[src/rtl/csa_bist_ctrl.sv]
// csa_bist_ctrl: built-in self-test controller for an 8-bit carry-select adder.
// It drives LFSR operands to the adder, checks the sum and carry-out against
// A+B one cycle later, counts mismatches (saturating) and reports pass/fail.
// Optional feature macro: CSA_BIST_MISR_EN adds a 9-bit MISR of the captured
// responses on 'signature'; without it 'signature' is tied to zero.
`timescale 1ns/1ps

module csa_bist_ctrl #(
  parameter int unsigned N_PATTERNS = 256,
  parameter logic [15:0] SEED       = 16'hACE1
) (
  input  logic       clk,
  input  logic       rst_n,
  input  logic       start,
  input  logic       abort,
  output logic [7:0] A_o,
  output logic [7:0] B_o,
  output logic       Cin0_o,
  output logic       Cin1_o,
  input  logic [7:0] S_i,
  input  logic       Cout_i,
  output logic       busy,
  output logic       done,
  output logic       pass,
  output logic [7:0] err_cnt,
  output logic [8:0] signature
);

  typedef enum logic [1:0] {IDLE, RUN, DRAIN, DONE} state_t;

  // An all-zero seed would lock the LFSR, so it is replaced by 1 at run start.
  localparam logic [15:0] SEED_EFF = (SEED == 16'h0000) ? 16'h0001 : SEED;
  localparam logic [15:0] LAST_PAT = 16'(N_PATTERNS - 1);

  state_t      state;
  state_t      state_next;
  logic [15:0] lfsr;
  logic [15:0] lfsr_next;
  logic [15:0] pat_cnt;
  logic        cap_valid;
  logic [8:0]  cap_resp;
  logic [8:0]  cap_exp;
  logic [8:0]  exp_sum;
  logic        accept;
  logic        cmp_en;
  logic        mismatch;
  logic [7:0]  err_next;

  assign Cin0_o = 1'b0;
  assign Cin1_o = 1'b1;

  // State register.
  always_ff @(posedge clk or negedge rst_n) begin
    if (!rst_n) state <= IDLE;
    else        state <= state_next;
  end

  // Next-state logic; abort wins in RUN/DRAIN and also blocks a start in IDLE.
  always_comb begin
    state_next = state;
    case (state)
      IDLE:    if (start && !abort) state_next = RUN;
      RUN:     if (abort) state_next = IDLE;
               else if (pat_cnt == LAST_PAT) state_next = DRAIN;
      DRAIN:   state_next = abort ? IDLE : DONE;
      DONE:    state_next = IDLE;
      default: state_next = IDLE;
    endcase
  end

  // Status outputs and operand drive; operands are zero outside RUN.
  always_comb begin
    busy = (state != IDLE);
    done = (state == DONE);
    A_o  = 8'h00;
    B_o  = 8'h00;
    if (state == RUN) begin
      A_o = lfsr[7:0];
      B_o = lfsr[15:8];
    end
  end

  // Pattern generator step, reference sum and compare of last cycle's capture.
  always_comb begin
    lfsr_next = {lfsr[14:0], lfsr[15] ^ lfsr[13] ^ lfsr[12] ^ lfsr[10]};
    exp_sum   = {1'b0, A_o} + {1'b0, B_o};
    accept    = (state == IDLE) && start && !abort;
    cmp_en    = cap_valid && !abort && ((state == RUN) || (state == DRAIN));
    mismatch  = cmp_en && (cap_resp != cap_exp);
    err_next  = err_cnt;
    if (mismatch && (err_cnt != 8'hFF)) err_next = err_cnt + 8'd1;
  end

  // Run datapath: LFSR, pattern counter, response capture, error count, pass.
  always_ff @(posedge clk or negedge rst_n) begin
    if (!rst_n) begin
      lfsr      <= SEED;
      pat_cnt   <= 16'h0000;
      cap_valid <= 1'b0;
      cap_resp  <= 9'h000;
      cap_exp   <= 9'h000;
      err_cnt   <= 8'h00;
      pass      <= 1'b0;
    end else begin
      case (state)
        IDLE: begin
          if (accept) begin
            lfsr      <= SEED_EFF;
            pat_cnt   <= 16'h0000;
            cap_valid <= 1'b0;
            err_cnt   <= 8'h00;
            pass      <= 1'b0;
          end
        end
        RUN: begin
          if (abort) begin
            cap_valid <= 1'b0;
            pass      <= 1'b0;
          end else begin
            lfsr      <= lfsr_next;
            pat_cnt   <= pat_cnt + 16'd1;
            cap_resp  <= {Cout_i, S_i};
            cap_exp   <= exp_sum;
            cap_valid <= 1'b1;
            err_cnt   <= err_next;
          end
        end
        DRAIN: begin
          cap_valid <= 1'b0;
          if (abort) begin
            pass <= 1'b0;
          end else begin
            err_cnt <= err_next;
            pass    <= (err_next == 8'h00);
          end
        end
        default: ;
      endcase
    end
  end

`ifdef CSA_BIST_MISR_EN
  logic [8:0] misr;
  logic [8:0] misr_next;

  // MISR step for x^9+x^5+1, folding in the response being compared.
  always_comb begin
    misr_next = {misr[7:0], 1'b0} ^ (misr[8] ? 9'h021 : 9'h000) ^ cap_resp;
  end

  // MISR register: cleared on an accepted start, advanced on every compare.
  always_ff @(posedge clk or negedge rst_n) begin
    if (!rst_n)      misr <= 9'h000;
    else if (accept) misr <= 9'h000;
    else if (cmp_en) misr <= misr_next;
  end

  assign signature = misr;
`else
  assign signature = 9'h000;
`endif

endmodule
[config.mk]
export PLATFORM = sky130hd
export DESIGN_NAME = csa_bist_ctrl
export DESIGN_NICKNAME = d
export VERILOG_FILES = /design/src/rtl/csa_bist_ctrl.sv
export SDC_FILE = /design/constraint.sdc
export NUM_CORES = 1
export LEC_CHECK = 0
export ABC_AREA = 1
export CORE_UTILIZATION = 55
export DETAILED_ROUTE_END_ITERATION = 8
export PLACE_DENSITY = 0.88
export SETUP_SLACK_MARGIN = 0.15
export SYNTH_ARGS = -nofsm -noshare
export SYNTH_HDL_FRONTEND = slang
export SYNTH_SLANG_ARGS = --single-unit
[constraint.sdc]
create_clock -name clk -period 3.4 [get_ports clk]
set_input_delay 0.51 -clock clk [delete_from_list [all_inputs] [get_ports clk]]
set_output_delay 0.51 -clock clk [all_outputs]
set_load 0.02 [all_outputs]
==> parameters.txt <==
Parameter                              Value

Yosys
  Top post-synthesis cells by area    sky130_fd_sc_hd__dfrtp_1 (38%), sky130_fd_sc_hd__nand2_1 (13%), sky130_fd_sc_hd__inv_1 (5.9%), sky130_fd_sc_hd__dfstp_2 (5.8%), sky130_fd_sc_hd__ha_1 (5.6%)
  Yosys cell types    46
  Fraction of synthesized cell area taken by the top area cell type    0.376
  Ys flop type    sky130_fd_sc_hd__dfrtp_1
  Area of the mapped netlist    0.00360 sq mm
  Dominant cell type by area after synthesis    sky130_fd_sc_hd__dfrtp_1
  Proportion of register bits with asynchronous set or reset after synthesis    1.00
  Post-synthesis average cell area    8.03 sq um
  #FFs+latches synth    62
  Sequential-to-total area share from yosys stat    0.434
  Number of flops mapped to enable cells by yosys    0
  Ys Warns    0
  Post-synthesis cell count    448

Pwr
  Net switching fraction of the power    0.434
  Clk network pwr share    0.165
  Sequential fraction of design power    0.340
  Power dissipated by switching net loads    1.60 mW
  Power density normalized to cell area    881 mW/mm^2
  Worst supply voltage drop on vdd    468 uV
  Leakage power    2.12 nW
  Total power    3.70 mW
  Internal portion of total power    2.09 mW
  Part of the total power dissipated in combinational logic    0.495

STA
  Slew at the pin closest to its max-slew limit    0.600 ns
  Number of endpoints failing setup at the final stage    0
  Maximum achievable frequency    356 MHz
  Fin. max-slew vios    0
  Crit path setup slack, layout    0.588 ns
  Unrepaired setup endpoints after global routing    no
  Shortest clock period the worst path allows after layout    2.81 ns
  Number of hold-slack violations in the final timing report    0
  Final clock skew    0.00546 ns
  Setup TNS    0 ns
  Final cycle utilization of the critical path    0.827
  Normalized max-slew margin    0.597

Die
  Initial core utilization    0.570
  Core area    0.00631 sq mm
  Standard-cell rows    29
  Number of placed I/O pins    51
  Chip width    82.9 um
  Die Area    0.00687 sq mm
  Y dimension of the die    82.9 um

Place
  Global placement routability congestion    0.871
  Minimum setup slack after placement    0.515 ns
  Number of port buffers    39
  DP Area    0.00401 sq mm
  Half-perimeter wire length of the detailed placement result    5.49 mm

Drt
  DRT iter0 DRCs    177
  Number of iterations in the first detailed-routing pass    4
  Detailed-route wire length    7.43 mm
  Final antenna-violating net count    0
  Average vias per placed instance    5.30
  Via count    3029
  Routed WL per cell    13.0 um
  Residual DRC    0

Clocking
  Clock-pin slew of the registers on the worst-case setup and hold paths    0.06 ns
  Depth of the CTS H-tree    3
  Hold_buf cts    0
  Clk Tree Root Cell    sky130_fd_sc_hd__clkbuf_8
  Setup fix buffers added after clock tree synthesis    0
  TritonCTS clock tree    yes
  CTS-repair resized insts    0
  Later-pin clock latency in the skew report    0.34 ns
  CTS sink count    62
  Number of CTS-inserted buffers    9
  Maximum number of buffers from clock root to sink    2

Cells and area
  Final core utilization    0.664
  Number of nets in the final layout    519
  Fraction of final layout cells with drive strength greater than 1    0.0891
  Layout overhead on the synthesized area    16.6%
  Final std cell area, no fill    0.00419 sq mm
  Diode insertion count for antenna repair    0

Setup path
  Endpoint class of the critical path    output pin
  Most used cell along the critical path    sky130_fd_sc_hd__inv_1
  CP peak stage delay    0.66 ns
  Buffering stage count on the worst path with inverters included    3
  Worst Path Arrival    2.30 ns
  Critical path cell sequence    inv_1 -> ha_2 -> nand2_1 -> inv_1 -> clkdlybuf4s50_1
  Required time worst endpoint    2.89 ns
  Biggest fanout along the worst timing path    21
  Delay-heaviest family, CP    buffers and inverters
  Highest-delay cell along the critical path    sky130_fd_sc_hd__clkdlybuf4s50_1
  Launching element type of the critical path    flop
  Class of the most critical setup path    flop to output pin

GRT
  Total congestion overflow    0
  Pin count of the biggest net entering global routing    39
  Vias in the first global route    2996
  First-pass GRT wire length    13.2 mm
  Number of antenna violations at the first check in global routing    0
  Global-route usage over all layers    0.235

Outcome
  Result of the run    complete, no violations

Hold path
  Classification of the worst-slack hold path    input port to asynchronous set/reset pin

Job
  Count of maximum capacitance violations    0
logic make-up (layout without fill, tap and decap cells):
group,after synthesis,after routing,share of synthesized area
compound gates,76,76,0.119
xor+xnor,16,16,0.0390
fa+ha+maj,17,17,0.0612
buf+inv,80,117,0.0957
flops,62,62,0.434
other cells,2,11,0.00209
simple gates,195,195,0.249
power groups by stage:
stage / clock network [mW] / logic [mW] / registers [mW]
after floorplan: 0 / 1.26 / 1.24
after global placement: 0 / 1.77 / 1.25
after detailed placement: 0 / 1.82 / 1.26
after CTS: 0.625 / 1.83 / 1.26
after global routing: 0.658 / 2.06 / 1.29
final: 0.610 / 1.83 / 1.26
synth_stat cells (8+ instances only):
cell / instances
sky130_fd_sc_hd__dfstp_2: 8
sky130_fd_sc_hd__nand3_1: 11
sky130_fd_sc_hd__ha_1: 16
sky130_fd_sc_hd__nand4_1: 9
sky130_fd_sc_hd__nor3_1: 8
sky130_fd_sc_hd__nand2_1: 122
sky130_fd_sc_hd__nor2_1: 26
sky130_fd_sc_hd__o21ai_0: 40
sky130_fd_sc_hd__a21oi_1: 19
sky130_fd_sc_hd__buf_4: 11
sky130_fd_sc_hd__dfrtp_1: 54
sky130_fd_sc_hd__inv_1: 57
sky130_fd_sc_hd__xnor2_1: 11
path summary, 6_finish.rpt:
check	from	to	slack (ns)	cells past startpoint
min in group clk	cap_valid	cap_valid	0.49	1
worst max-delay path	state[1]	A_o[1]	0.59	5
max in group asynchronous	rst_n	lfsr[15]	2.33	2
worst max register to register	state[1]	cap_exp[8]	0.75	14
worst min-delay path	rst_n	cap_resp[5]	0.17	1
worst min register to register	cap_valid	cap_valid	0.49	1
through the flow:
stage	std cells	hold WS (ns)
6_report	571	0.168
5_1_grt	571	0.208
4_1_cts	571	0.182
3_5_place_dp	555	0.481
3_3_place_gp	555	0.470
2_1_floorplan	457	0.214
sequential cells by signal, summed over array words and instances (netlist names):
name       flops
cap_exp        9
cap_resp       9
cap_valid      1
err_cnt        8
lfsr          16
pass           1
pat_cnt       16
state          2
final cells by class:
type                    count  area [sq um]
fillers                   519          2120
multi-input cells         315          1730
flip-flops and latches     62          1560
repair buffers             41           400
inverters                  60           226
clock buffers              11           131
well taps                  77          96.3
clock inverters             5          50.0
worst reg2reg max path: stages, from the launching register on:
cell and delay (ns):
sky130_fd_sc_hd__dfrtp_1 0.41, sky130_fd_sc_hd__inv_1 0.11, sky130_fd_sc_hd__ha_2 0.31, sky130_fd_sc_hd__nand2_1 0.14, sky130_fd_sc_hd__inv_1 0.06, sky130_fd_sc_hd__ha_1 0.22, sky130_fd_sc_hd__fa_1 0.40, sky130_fd_sc_hd__a21oi_1 0.15
sky130_fd_sc_hd__o21ai_0 0.11, sky130_fd_sc_hd__nand2_1 0.10, sky130_fd_sc_hd__nand2_1 0.05, sky130_fd_sc_hd__a21oi_1 0.19, sky130_fd_sc_hd__nor2_1 0.05, sky130_fd_sc_hd__o21ai_0 0.15, sky130_fd_sc_hd__a21oi_1 0.08
layout by cell type, fill, tap and decap left out, types with 2 or more instances in the layout:
cell type	n
sky130_fd_sc_hd__inv_1	57
sky130_fd_sc_hd__nor3_2	2
sky130_fd_sc_hd__nor2_4	2
sky130_fd_sc_hd__clkbuf_8	9
sky130_fd_sc_hd__clkinv_2	5
sky130_fd_sc_hd__dfstp_2	8
sky130_fd_sc_hd__clkdlybuf4s50_1	38
sky130_fd_sc_hd__clkbuf_1	2
sky130_fd_sc_hd__xnor2_1	11
sky130_fd_sc_hd__a31oi_1	2
sky130_fd_sc_hd__nand2_4	2
sky130_fd_sc_hd__o22ai_1	5
sky130_fd_sc_hd__nor2_1	26
sky130_fd_sc_hd__dfrtp_1	54
sky130_fd_sc_hd__conb_1	11
sky130_fd_sc_hd__nand2_1	122
sky130_fd_sc_hd__nor4_1	3
sky130_fd_sc_hd__a21oi_1	19
sky130_fd_sc_hd__buf_4	2
sky130_fd_sc_hd__xor2_1	5
sky130_fd_sc_hd__nor3_1	8
sky130_fd_sc_hd__nand3_2	2
sky130_fd_sc_hd__o21ai_0	40
sky130_fd_sc_hd__inv_2	2
sky130_fd_sc_hd__ha_1	15
sky130_fd_sc_hd__nand4_1	9
sky130_fd_sc_hd__nand3_1	11
metal layers:
metal / part of all wire / vias to the layer above / global-route usage
met4: 0.037 / 0 / 0.141
met5: 0 / - / 0
met3: 0.038 / 20 / 0.0328
met1: 0.44 / 1422 / 0.294
li1: - / 1509 / -
met2: 0.48 / 78 / 0.389
(Power assumes the default switching activity.)
